**src/rtl/alu_seq_pkg.sv**
```systemverilog
// alu_seq_pkg: shared definitions for the 6502 ALU sequencer.
//   - op encodings, FSM state encoding, {N,V,Z,C} write masks
//   - decimal correction constants
//   - alu_drive_t and helpers that build the ALU drive for a pass
package alu_seq_pkg;

    localparam int DATA_W = 8;
    localparam int OP_W   = 4;

    localparam logic [OP_W-1:0] OP_ADC = 4'd0;
    localparam logic [OP_W-1:0] OP_SBC = 4'd1;
    localparam logic [OP_W-1:0] OP_AND = 4'd2;
    localparam logic [OP_W-1:0] OP_ORA = 4'd3;
    localparam logic [OP_W-1:0] OP_EOR = 4'd4;
    localparam logic [OP_W-1:0] OP_LSR = 4'd5;
    localparam logic [OP_W-1:0] OP_ROR = 4'd6;
    localparam logic [OP_W-1:0] OP_ASL = 4'd7;
    localparam logic [OP_W-1:0] OP_ROL = 4'd8;
    localparam logic [OP_W-1:0] OP_CMP = 4'd9;
    localparam logic [OP_W-1:0] OP_INC = 4'd10;
    localparam logic [OP_W-1:0] OP_DEC = 4'd11;

    typedef enum logic [1:0] {
        ST_IDLE = 2'd0,
        ST_EXEC = 2'd1,
        ST_ADJ  = 2'd2,
        ST_FIN  = 2'd3
    } state_t;

    // Write masks, bit order {N,V,Z,C}
    localparam logic [3:0] UPD_NONE = 4'b0000;
    localparam logic [3:0] UPD_NZ   = 4'b1010;
    localparam logic [3:0] UPD_NZC  = 4'b1011;
    localparam logic [3:0] UPD_NVZC = 4'b1111;

    localparam logic [DATA_W-1:0] CORR_LO_ADD = 8'h06;
    localparam logic [DATA_W-1:0] CORR_HI_ADD = 8'h60;
    localparam logic [DATA_W-1:0] CORR_LO_SUB = 8'hFA;
    localparam logic [DATA_W-1:0] CORR_HI_SUB = 8'hA0;

    typedef struct packed {
        logic              sums;
        logic              ands;
        logic              ors;
        logic              eors;
        logic              srs;
        logic              cin;
        logic [DATA_W-1:0] a;
        logic [DATA_W-1:0] b;
    } alu_drive_t;

    // ALU drive for the main (EXEC) pass of an op.
    function automatic alu_drive_t alu_drive(input logic [OP_W-1:0] op,
                                             input logic [DATA_W-1:0] opa,
                                             input logic [DATA_W-1:0] opb,
                                             input logic cin);
        alu_drive_t d;
        d   = '0;
        d.a = opa;
        case (op)
            OP_ADC: begin d.sums = 1'b1; d.b = opb;   d.cin = cin;  end
            OP_SBC: begin d.sums = 1'b1; d.b = ~opb;  d.cin = cin;  end
            OP_AND: begin d.ands = 1'b1; d.b = opb;                 end
            OP_ORA: begin d.ors  = 1'b1; d.b = opb;                 end
            OP_EOR: begin d.eors = 1'b1; d.b = opb;                 end
            OP_LSR: begin d.srs  = 1'b1;                            end
            OP_ROR: begin d.srs  = 1'b1;               d.cin = cin;  end
            OP_ASL: begin d.sums = 1'b1; d.b = opa;                 end
            OP_ROL: begin d.sums = 1'b1; d.b = opa;   d.cin = cin;  end
            OP_CMP: begin d.sums = 1'b1; d.b = ~opb;  d.cin = 1'b1; end
            OP_INC: begin d.sums = 1'b1; d.b = 8'h00; d.cin = 1'b1; end
            OP_DEC: begin d.sums = 1'b1; d.b = 8'hFF;               end
            default: ; // undefined op: no strobe, result passes OPA through
        endcase
        return d;
    endfunction

    // ALU drive for the decimal correction pass: R + correction, no carry-in.
    function automatic alu_drive_t adj_drive(input logic [DATA_W-1:0] r,
                                             input logic [DATA_W-1:0] corr);
        alu_drive_t d;
        d      = '0;
        d.sums = 1'b1;
        d.a    = r;
        d.b    = corr;
        return d;
    endfunction

    function automatic logic [3:0] flags_mask(input logic [OP_W-1:0] op);
        case (op)
            OP_ADC, OP_SBC:                 return UPD_NVZC;
            OP_AND, OP_ORA, OP_EOR,
            OP_INC, OP_DEC:                 return UPD_NZ;
            OP_LSR, OP_ROR, OP_ASL, OP_ROL,
            OP_CMP:                         return UPD_NZC;
            default:                        return UPD_NONE;
        endcase
    endfunction

endpackage

```
**src/rtl/alu_seq_dec_adj.sv**
```systemverilog
// alu_seq_dec_adj: combinational BCD correction for decimal ADC/SBC.
//   r_i       binary result of the EXEC pass
//   cout_i    ALU carry out of the EXEC pass
//   hcout_i   ALU half carry of the EXEC pass
//   is_sbc_i  1 for SBC, 0 for ADC
//   lo_adj_o  low nibble needs correcting
//   hi_adj_o  high nibble needs correcting
//   corr_o    correction byte added in the ADJ pass
//   dec_c_o   final carry flag for the decimal op
module alu_seq_dec_adj
    import alu_seq_pkg::*;
(
    input  logic [DATA_W-1:0] r_i,
    input  logic              cout_i,
    input  logic              hcout_i,
    input  logic              is_sbc_i,
    output logic              lo_adj_o,
    output logic              hi_adj_o,
    output logic [DATA_W-1:0] corr_o,
    output logic              dec_c_o
);

    always_comb begin
        lo_adj_o = 1'b0;
        hi_adj_o = 1'b0;
        corr_o   = '0;
        dec_c_o  = cout_i;
        if (is_sbc_i) begin
            // A borrow out of a nibble shows up as a missing carry.
            lo_adj_o = ~hcout_i;
            hi_adj_o = ~cout_i;
            corr_o   = (hi_adj_o ? CORR_HI_SUB : 8'h00) + (lo_adj_o ? CORR_LO_SUB : 8'h00);
            dec_c_o  = cout_i;
        end else begin
            lo_adj_o = hcout_i | (r_i[3:0] > 4'd9);
            hi_adj_o = cout_i | (r_i > 8'h99);
            corr_o   = (hi_adj_o ? CORR_HI_ADD : 8'h00) | (lo_adj_o ? CORR_LO_ADD : 8'h00);
            dec_c_o  = hi_adj_o;
        end
    end

endmodule

```
**src/rtl/alu_sequencer.sv**
```systemverilog
// alu_sequencer: sequences the 8-bit 6502 ALU for one op per START/DONE
// handshake (IDLE -> EXEC -> [ADJ] -> FIN).
//   CLK, RST           clock, async active-high reset
//   START, OP, OPA, OPB, CIN, DMODE   request (sampled when BUSY=0)
//   BUSY, DONE         status; DONE is a one-cycle pulse, outputs valid with it
//   RESULT, FLAG_*     registered result and flags; FLAGS_UPD = {N,V,Z,C} mask
//   ALU_*              registered drive to the ALU / its combinational returns
// Handshake: START is accepted on a rising edge where state is IDLE or FIN;
// it is ignored while BUSY=1. DONE rises 2 cycles (binary) or 3 cycles
// (decimal) after the accepting edge's cycle and RESULT/FLAG_*/FLAGS_UPD are
// valid while DONE=1.
// Build option: define ALU_SEQ_DECIMAL_EN to enable the decimal ADJ pass;
// without it DMODE is ignored and ADC/SBC are always binary.
module alu_sequencer
    import alu_seq_pkg::*;
(
    input  logic              CLK,
    input  logic              RST,
    input  logic              START,
    input  logic [OP_W-1:0]   OP,
    input  logic [DATA_W-1:0] OPA,
    input  logic [DATA_W-1:0] OPB,
    input  logic              CIN,
    input  logic              DMODE,
    output logic              BUSY,
    output logic              DONE,
    output logic [DATA_W-1:0] RESULT,
    output logic              FLAG_N,
    output logic              FLAG_V,
    output logic              FLAG_Z,
    output logic              FLAG_C,
    output logic [3:0]        FLAGS_UPD,
    output logic [DATA_W-1:0] ALU_A,
    output logic [DATA_W-1:0] ALU_B,
    output logic              ALU_SUMS,
    output logic              ALU_ANDS,
    output logic              ALU_ORS,
    output logic              ALU_EORS,
    output logic              ALU_SRS,
    output logic              ALU_BCDS,
    output logic              ALU_CIN,
    input  logic [DATA_W-1:0] ALU_RESULT,
    input  logic              ALU_OF,
    input  logic              ALU_COUT,
    input  logic              ALU_HCOUT
);

    state_t            state_q;
    logic [OP_W-1:0]   op_q;
    logic [DATA_W-1:0] opa_q;
    alu_drive_t        drv_q;

    logic              op_def;
    logic [DATA_W-1:0] exec_result;

    assign ALU_A    = drv_q.a;
    assign ALU_B    = drv_q.b;
    assign ALU_SUMS = drv_q.sums;
    assign ALU_ANDS = drv_q.ands;
    assign ALU_ORS  = drv_q.ors;
    assign ALU_EORS = drv_q.eors;
    assign ALU_SRS  = drv_q.srs;
    assign ALU_CIN  = drv_q.cin;
    assign ALU_BCDS = 1'b0; // decimal adjust is done here, not in the ALU

    assign op_def = (flags_mask(op_q) != UPD_NONE);
    // CMP and undefined ops leave the accumulator value unchanged.
    assign exec_result = (op_q == OP_CMP || !op_def) ? opa_q : ALU_RESULT;

`ifdef ALU_SEQ_DECIMAL_EN
    logic              dmode_q;
    logic              dec_pass;
    logic              lo_adj;
    logic              hi_adj;
    logic [DATA_W-1:0] corr;
    logic              dec_c;
    logic              unused_adj;

    alu_seq_dec_adj u_dec_adj (
        .r_i      (ALU_RESULT),
        .cout_i   (ALU_COUT),
        .hcout_i  (ALU_HCOUT),
        .is_sbc_i (op_q == OP_SBC),
        .lo_adj_o (lo_adj),
        .hi_adj_o (hi_adj),
        .corr_o   (corr),
        .dec_c_o  (dec_c)
    );

    assign unused_adj = lo_adj ^ hi_adj;
    assign dec_pass   = dmode_q && (op_q == OP_ADC || op_q == OP_SBC);
`else
    logic unused_dec;
    assign unused_dec = DMODE ^ ALU_HCOUT;
`endif

    always_ff @(posedge CLK or posedge RST) begin
        if (RST) begin
            state_q   <= ST_IDLE;
            op_q      <= '0;
            opa_q     <= '0;
            drv_q     <= '0;
            BUSY      <= 1'b0;
            DONE      <= 1'b0;
            RESULT    <= '0;
            FLAG_N    <= 1'b0;
            FLAG_V    <= 1'b0;
            FLAG_Z    <= 1'b0;
            FLAG_C    <= 1'b0;
            FLAGS_UPD <= '0;
`ifdef ALU_SEQ_DECIMAL_EN
            dmode_q   <= 1'b0;
`endif
        end else begin
            case (state_q)
                ST_IDLE, ST_FIN: begin
                    DONE <= 1'b0;
                    if (START) begin
                        op_q    <= OP;
                        opa_q   <= OPA;
`ifdef ALU_SEQ_DECIMAL_EN
                        dmode_q <= DMODE;
`endif
                        drv_q   <= alu_drive(OP, OPA, OPB, CIN);
                        BUSY    <= 1'b1;
                        state_q <= ST_EXEC;
                    end else begin
                        state_q <= ST_IDLE;
                    end
                end
                ST_EXEC: begin
                    FLAGS_UPD <= flags_mask(op_q);
                    FLAG_V    <= op_def & ALU_OF;
`ifdef ALU_SEQ_DECIMAL_EN
                    if (dec_pass) begin
                        // N/Z wait for the corrected result in ADJ.
                        FLAG_C  <= dec_c;
                        drv_q   <= adj_drive(ALU_RESULT, corr);
                        state_q <= ST_ADJ;
                    end else
`endif
                    begin
                        FLAG_C  <= op_def & ALU_COUT;
                        RESULT  <= exec_result;
                        // N/Z come from the ALU sum, which covers CMP too.
                        FLAG_N  <= op_def & ALU_RESULT[7];
                        FLAG_Z  <= op_def & (ALU_RESULT == 8'h00);
                        drv_q   <= '0;
                        BUSY    <= 1'b0;
                        DONE    <= 1'b1;
                        state_q <= ST_FIN;
                    end
                end
`ifdef ALU_SEQ_DECIMAL_EN
                ST_ADJ: begin
                    RESULT  <= ALU_RESULT;
                    FLAG_N  <= ALU_RESULT[7];
                    FLAG_Z  <= (ALU_RESULT == 8'h00);
                    drv_q   <= '0;
                    BUSY    <= 1'b0;
                    DONE    <= 1'b1;
                    state_q <= ST_FIN;
                end
`endif
                default: state_q <= ST_IDLE;
            endcase
        end
    end

endmodule

```
**config.mk**
```make
export PLATFORM = sky130hd
export DESIGN_NAME = alu_sequencer
export DESIGN_NICKNAME = d
export VERILOG_FILES = /design/src/rtl/alu_seq_pkg.sv /design/src/rtl/alu_seq_dec_adj.sv /design/src/rtl/alu_sequencer.sv
export SDC_FILE = /design/constraint.sdc
export NUM_CORES = 1
export LEC_CHECK = 0
export CORE_UTILIZATION = 50
export CTS_CLUSTER_DIAMETER = 60
export DETAILED_ROUTE_END_ITERATION = 12
export GPL_TIMING_DRIVEN = 0
export PLACE_DENSITY_LB_ADDON = 0.2
export SETUP_SLACK_MARGIN = 0.15
export SYNTH_ARGS = -nofsm -noshare
export SYNTH_HDL_FRONTEND = slang
export SYNTH_SLANG_ARGS = --single-unit
```
**constraint.sdc**
```tcl
create_clock -name CLK -period 4.04 [get_ports CLK]
set_input_delay 1.01 -clock CLK [delete_from_list [all_inputs] [get_ports CLK]]
set_output_delay 1.01 -clock CLK [all_outputs]
set_load 0.02 [all_outputs]
```
==> summary.txt, run 1 <==
Setup path
  – Critical Path End Type: flop
  – CP Class: input pin to flop
  – CP arrival: 2.57 ns
  – Crit-path slowest cell: o211ai_1
  – Crit-path cells: clkdlybuf4s50_1, nand2b_1, o211ai_1, o21ai_1
  – Data required, critical path: 4.21 ns
  – Crit path largest cell delay: 0.61 ns
  – Crit start category: input pin
  – Critical-path maximum fanout: 8

Timing
  – Final worst path period share: 59.48%
  – Final slew viol count: 0
  – Final setup violation count: 0
  – RSZ-0062 raised after global routing: no
  – Clock Skew: 0.006711 ns
  – Setup tns final: 0 ns
  – Worst-margin pin slew: 0.7103 ns
  – Post-route minimum period: 2.403 ns
  – Final Hold Vio Count: 0
  – Final setup margin: 1.637 ns
  – Slew headroom: 52.44%
  – Achievable Freq: 416.2 MHz

Synthesis
  – Syn_nets: 258
  – Library cells used by synthesis: 36
  – FFs w/ async S/R, synth: 100.0%
  – Ys Warns: 0
  – Mapped Area: 0.002437 mm²
  – Most used DFF post-synth: dfrtp_1
  – Seq/Total Area, Yosys: 54.41%
  – EDFF count, synth: 0
  – Syn avg cell area: 11.08 µm²
  – Syn Inst Count: 220
  – Synth Register Bits: 53

Die
  – Die footprint: 0.005158 mm²
  – Top Ports: 77
  – Die X: 71.82 µm
  – Die height: 71.82 µm
  – Rows: 25
  – Core area: 0.004692 mm²
  – Initial core utilization: 51.95%

Clock network
  – Post-CTS resize count: 0
  – Clock latency on the worst-skew pair: 0.31 ns
  – CTS Hold Buffers Added: 0
  – Post-CTS Setup Inserts: 0
  – # H-tree levels: 2
  – Root Buffer Master: clkbuf_8
  – Clock Tree Buf Depth: 2
  – Clock transition at the registers of the reported paths: 0.10 ns
  – TritonCTS clock tree: done
  – TritonCTS Buffers: 5
  – Clock Sinks: 53

Route
  – DRC viols: 0
  – WL per Instance: 16.00 µm
  – Overall routed net length: 5679 µm
  – Antenna Nets Post-Route: 0
  – Initial DRC Count: 139
  – Via count: 1,993
  – Drt first pass iters: 4
  – Vias per Instance: 5.614

Place
  – Placed cells: 347
  – Dpl ws: 1.350 ns
  – DP HPWL: 4174 µm
  – RePlAce Congestion: 0.8681
  – Port Buffers: 72

Cells and area
  – Layout area overhead: 36.91%
  – Layout cells sized above 1: 13.29%
  – Nets: 338
  – N_diodes: 0
  – Core Util, Final: 71.12%
  – Final Non-Filler Cells: 355

Status
  – Status: completed

Power
  – Leak Pwr: 1.445 nW
  – Worst VDD drop: 358.9 µV
  – Final Power: 0.002453 W
  – Power density cells: 735.2 mW/mm²

GRT
  – Antenna violations before repair: 0
  – First-pass GRT wire length: 9294 µm
  – Vias in the first global route: 1,939
  – Global Route Usage Sum: 23.59%
  – GR Overflow Total: 0
  – Largest net degree at the start of global routing: 32

Run
  – Max Cap Viol: 0

Worst hold path
  – Hold WC Path Type: flop to flop
worst max-delay path: cells and delay by family:
kind            cells  cell delay (ns)
simple gates        1             0.26
buf+inv             1             0.53
compound gates      2             0.78
synth_stat cells (3+ instances only):
cell type / n / area share (%)
dfrtp_1: 53 / 54
nor2_1: 17 / 2.6
o21ai_0: 15 / 3.1
a21oi_1: 14 / 2.9
a22oi_1: 14 / 4.3
mux2_2: 14 / 6.5
a22o_1: 12 / 4.3
mux2i_1: 9 / 3.7
nand2_1: 8 / 1.2
buf_2: 7 / 1.4
inv_1: 7 / 1.1
o21ai_1: 7 / 1.4
clkbuf_1: 6 / 0.92
nor2b_1: 5 / 1.3
buf_4: 4 / 1.2
nand2b_1: 3 / 0.77
nand3_1: 3 / 0.62
cells by family (layout without fill, tap and decap cells):
family / after synthesis / in the layout / synth area share [%]
and+or+nand+nor: 45 / 45 / 9.394
muxes: 23 / 23 / 10.16
other: 1 / 1 / 0.1539
DFF: 53 / 53 / 54.41
AOI/OAI and AO/OA: 72 / 72 / 20.18
buffers and inverters: 24 / 105 / 4.671
adders and majority gates: 2 / 2 / 1.027
worst paths after layout:
| path | slack (ns) | from | cells after the start | to |
|---|---|---|---|---|
| min reg2reg | 0.50 | BUSY$_DFFE_PP0P_ | 1 | BUSY$_DFFE_PP0P_ |
| max | 1.64 | OP[0] | 4 | ALU_B[2]$_DFFE_PP0P_ |
| max in group asynchronous | 2.48 | RST | 3 | opa_q[4]$_DFFE_PP0P_ |
| min | 0.50 | BUSY$_DFFE_PP0P_ | 1 | BUSY$_DFFE_PP0P_ |
| max reg2reg | 2.23 | state_q[1]$_DFF_PP0_ | 8 | ALU_B[2]$_DFFE_PP0P_ |
| min in group asynchronous | 1.04 | RST | 2 | state_q[1]$_DFF_PP0_ |
layer usage:
metal	part of all wire, %	track usage (%)	wire, µm
met5	0	0	0
met4	1.3	7.407	76
met3	5.6	4.501	318
met2	48	38.36	2720
met1	45	32.19	2564
through the flow:
stage          instance area (µm²)  hold WS [ns]
2_1_floorplan                 2437        0.4786
4_1_cts                       3337        0.5045
6_report                      3337        0.5049
5_1_grt                       3337        0.5266
3_3_place_gp                  3226        0.4710
3_5_place_dp                  3246        0.4695
power breakdown:
group	total [W]	switching [W]	internal (W)	leakage (nW)
logic	0.00125	0.000647	0.000603	0.739
registers	0.000894	0.000134	0.000759	0.659
clock network	0.000309	0.000186	0.000123	0.0481
total	0.00245	0.000968	0.00149	1.45
flip-flops by register name, indices dropped and copies added (netlist names):
register   flops
BUSY           1
DONE           1
FLAG_N         1
FLAG_Z         1
ALU_SUMS       1
ALU_CIN        1
ALU_A          8
op_q           4
RESULT         8
FLAG_V         1
opa_q          8
FLAG_C         1
ALU_EORS       1
ALU_SRS        1
FLAGS_UPD      3
ALU_ANDS       1
ALU_ORS        1
ALU_B          8
state_q        2
cell type report:
type                            count  area [µm²]
Fill cell                         377        1355
Inverter                            7       26.28
Timing Repair Buffer               73       740.7
Clock buffer                        5       68.82
Multi-Input combinational cell    143       997.2
Sequential cell                    53        1326
Buffer                             17       87.58
Clock inverter                      3       22.52
Tap cell                           54       67.56
layout by cell type (no fill, tap or decap), types with 5 or more instances in the layout:
master	n
nor2_1	17
o21ai_1	7
a22o_1	12
a21oi_1	14
clkbuf_1	6
o21ai_0	15
nand2_1	8
buf_2	7
a22oi_1	14
dfrtp_1	53
nor2b_1	5
mux2i_1	9
clkdlybuf4s50_1	72
mux2_2	14
clkbuf_8	5
inv_1	6
(Power assumes the default switching activity.)
==> inputs of run 2 (changes only) <==
CORE_UTILIZATION = 42   (was 50)
clock period = 2 ns   (was 4.04 ns; I/O delays follow)
==> summary.txt, run 2 (synthesized netlist as in run 1, its figures left out) <==
Timing
  – Final worst path period share: 90.05%
  – Achievable Freq: 555.2 MHz
  – Post-route minimum period: 1.801 ns
  – Final setup violation count: 0 (unchanged)
  – RSZ-0062 raised after global routing: yes
  – Final slew viol count: 0 (unchanged)
  – Final Hold Vio Count: 0 (unchanged)
  – Clock Skew: 0.008557 ns (+0.001846 ns)
  – Final setup margin: 0.1990 ns (-1.438 ns)

Clock network
  – Clock transition at the registers of the reported paths: 0.10 ns (about the same)
  – # H-tree levels: 2 (unchanged)
  – TritonCTS clock tree: done
  – Clock Tree Buf Depth: 2 (unchanged)
  – Clock latency on the worst-skew pair: 0.31 ns (about the same)
  – TritonCTS Buffers: 5 (unchanged)
  – Root Buffer Master: clkbuf_8
  – Clock Sinks: 53 (unchanged)

Route
  – Drt first pass iters: 4 (unchanged)
  – DRC viols: 0 (unchanged)
  – WL per Instance: 14.98 µm (-6.3%)
  – Initial DRC Count: 93 (-33%)
  – Antenna Nets Post-Route: 0 (unchanged)
  – Via count: 1,960 (-1.7%)
  – Overall routed net length: 5634 µm (-0.79%)
  – Vias per Instance: 5.213 (-7.1%)

Setup path
  – Crit-path cells: clkdlybuf4s50_1
  – Crit-path slowest cell: clkdlybuf4s50_1
  – CP Class: flop to output port
  – Critical Path End Type: output port
  – CP arrival: 1.30 ns (-1.27 ns)
  – Setup slack, reg-to-reg: 0.27 ns (-1.96 ns)
  – Critical-path maximum fanout: 2 (-6)
  – Crit start category: flop
  – Crit path largest cell delay: 0.62 ns (about the same)
  – Data required, critical path: 1.50 ns (-2.71 ns)
  – FF-to-FF path depth: 8 (unchanged)
  – CP bufs+invs: 1 (unchanged)
  – WP depth: 1 (-3)
  – CP top delay family: buffers and inverters

Die
  – Die footprint: 0.006112 mm² (+18%)
  – Core area: 0.005540 mm² (+18%)
  – Initial core utilization: 43.99% (-8.0 points)
  – Die height: 78.18 µm (+8.9%)
  – Rows: 27 (+8.0%)
  – Die X: 78.18 µm (+8.9%)
  – Top Ports: 77 (unchanged)

Run
  – Max Cap Viol: 0 (unchanged)

Cells and area
  – Nets: 341 (+0.89%)
  – Commonest non-fill, non-tap cell in the layout: clkdlybuf4s50_1
  – Layout cells sized above 1: 15.46% (+2.2 points)
  – Most frequent cells in the layout: clkdlybuf4s50_1, dfrtp_1, nor2_1
  – Core Util, Final: 61.92% (-9.2 points)
  – N_diodes: 0 (unchanged)
  – Final Non-Filler Cells: 376 (+5.9%)
  – Layout area overhead: 40.76%

Power
  – Worst VDD drop: 770.4 µV (+110%)
  – Power density cells: 1490 mW/mm² (+100%)
  – Seq pwr share: 35.4% (-1.0 points)
  – Leak Pwr: 1.518 nW (+5.1%)
  – Clk pwr share: 14.3% (+1.7 points)
  – Logic pwr share: 50.3% (-0.7 points)
  – Switching share of power: 37.98% (-1.5 points)
  – Final Power: 0.005112 W (+110%)
  – Int Pwr: 0.003171 W (+110%)
  – Net Sw Power: 0.001942 W (+100%)

Place
  – RePlAce Congestion: 0.7932 (-8.6%)
  – Port Buffers: 72 (unchanged)
  – Dpl ws: -0.2192 ns (-1.569 ns)
  – Placed cells: 365 (+5.2%)
  – DP HPWL: 4163 µm (-0.27%)

GRT
  – Vias in the first global route: 1,852 (-4.5%)
  – GR Overflow Total: 0 (unchanged)
  – Largest net degree at the start of global routing: 33 (+3.1%)
  – Antenna violations before repair: 0 (unchanged)
  – First-pass GRT wire length: 9177 µm (-1.3%)
  – Global Route Usage Sum: 19.54% (-4.1 points)

Worst hold path
  – Hold WC Path Type: flop to flop
  – Hold Path Depth: 1 (unchanged)

Status
  – Status: completed
## run 2: cell count changes in the layout (fill, tap and decap cells not counted), sizes merged
cell | before | now
inv | 7 | 8
clkbuf | 11 | 13
clkdlybuf4s50 | 72 | 67
dlymetal6s2s | 0 | 4
buf | 12 | 13
clkinv | 3 | 1
dlygate4sd2 | 0 | 1
bufinv | 0 | 1
## run 2: final timing paths
kind,startpoint,end
min in group asynchronous,RST,RESULT[7]$_DFFE_PP0P_
setup / recovery,ALU_B[5]$_DFFE_PP0P_,ALU_B[5]
hold / removal,BUSY$_DFFE_PP0P_,BUSY$_DFFE_PP0P_
hold reg to reg,BUSY$_DFFE_PP0P_,BUSY$_DFFE_PP0P_
max in group asynchronous,RST,op_q[3]$_DFFE_PP0P_
setup reg to reg,state_q[1]$_DFF_PP0_,ALU_B[1]$_DFFE_PP0P_
## run 2: layer usage
metal  vias up  share of wire (%)  routed length [µm]  track usage (%)
li1        954                  -                   -                -
met1       935                 47                2631            26.93
met2        64                 46                2589            30.53
met3         7                6.0                 339            3.837
met4         0                1.3                  74            7.222
met5         -                  0                   0                0
## run 2: layout make-up
cell class / count / area (µm²)
fillers: 466 / 2110
flip-flops and latches: 53 / 1326
multi-input cells: 143 / 1010
repair buffers: 76 / 772.0
plain buffers: 17 / 93.84
well taps: 72 / 90.09
clock buffers: 5 / 68.82
clock inverters: 3 / 43.79
inverters: 7 / 26.28
## run 2: stage by stage
step                      hold WS [ns]  TNS, ns  area [µm²]
after floorplan                 0.4786        0        2437
after global placement          0.4620   -44.33        3248
after detailed placement        0.4648   -1.609        3268
after CTS                       0.4862        0        3387
after global routing            0.5247        0        3431
final                           0.4815        0        3431
## run 2: timing repair
item / 4_1_cts / 5_1_grt
pin swaps: 1 / 0
buffers inserted: 1 / 2
hold buffers: 0 / 0
resized for setup: 1 / 12
endpoints found under the setup margin: 5 / 27
## run 2: power by group through the flow
stage	Sequential, W	Clock, W	Combinational (W)
3_5_place_dp	0.00183	0	0.00253
4_1_cts	0.00181	0.000752	0.00254
2_1_floorplan	0.00216	0	0.00117
6_report	0.00181	0.000732	0.00257
3_3_place_gp	0.00182	0	0.00248
5_1_grt	0.00187	0.000794	0.00279
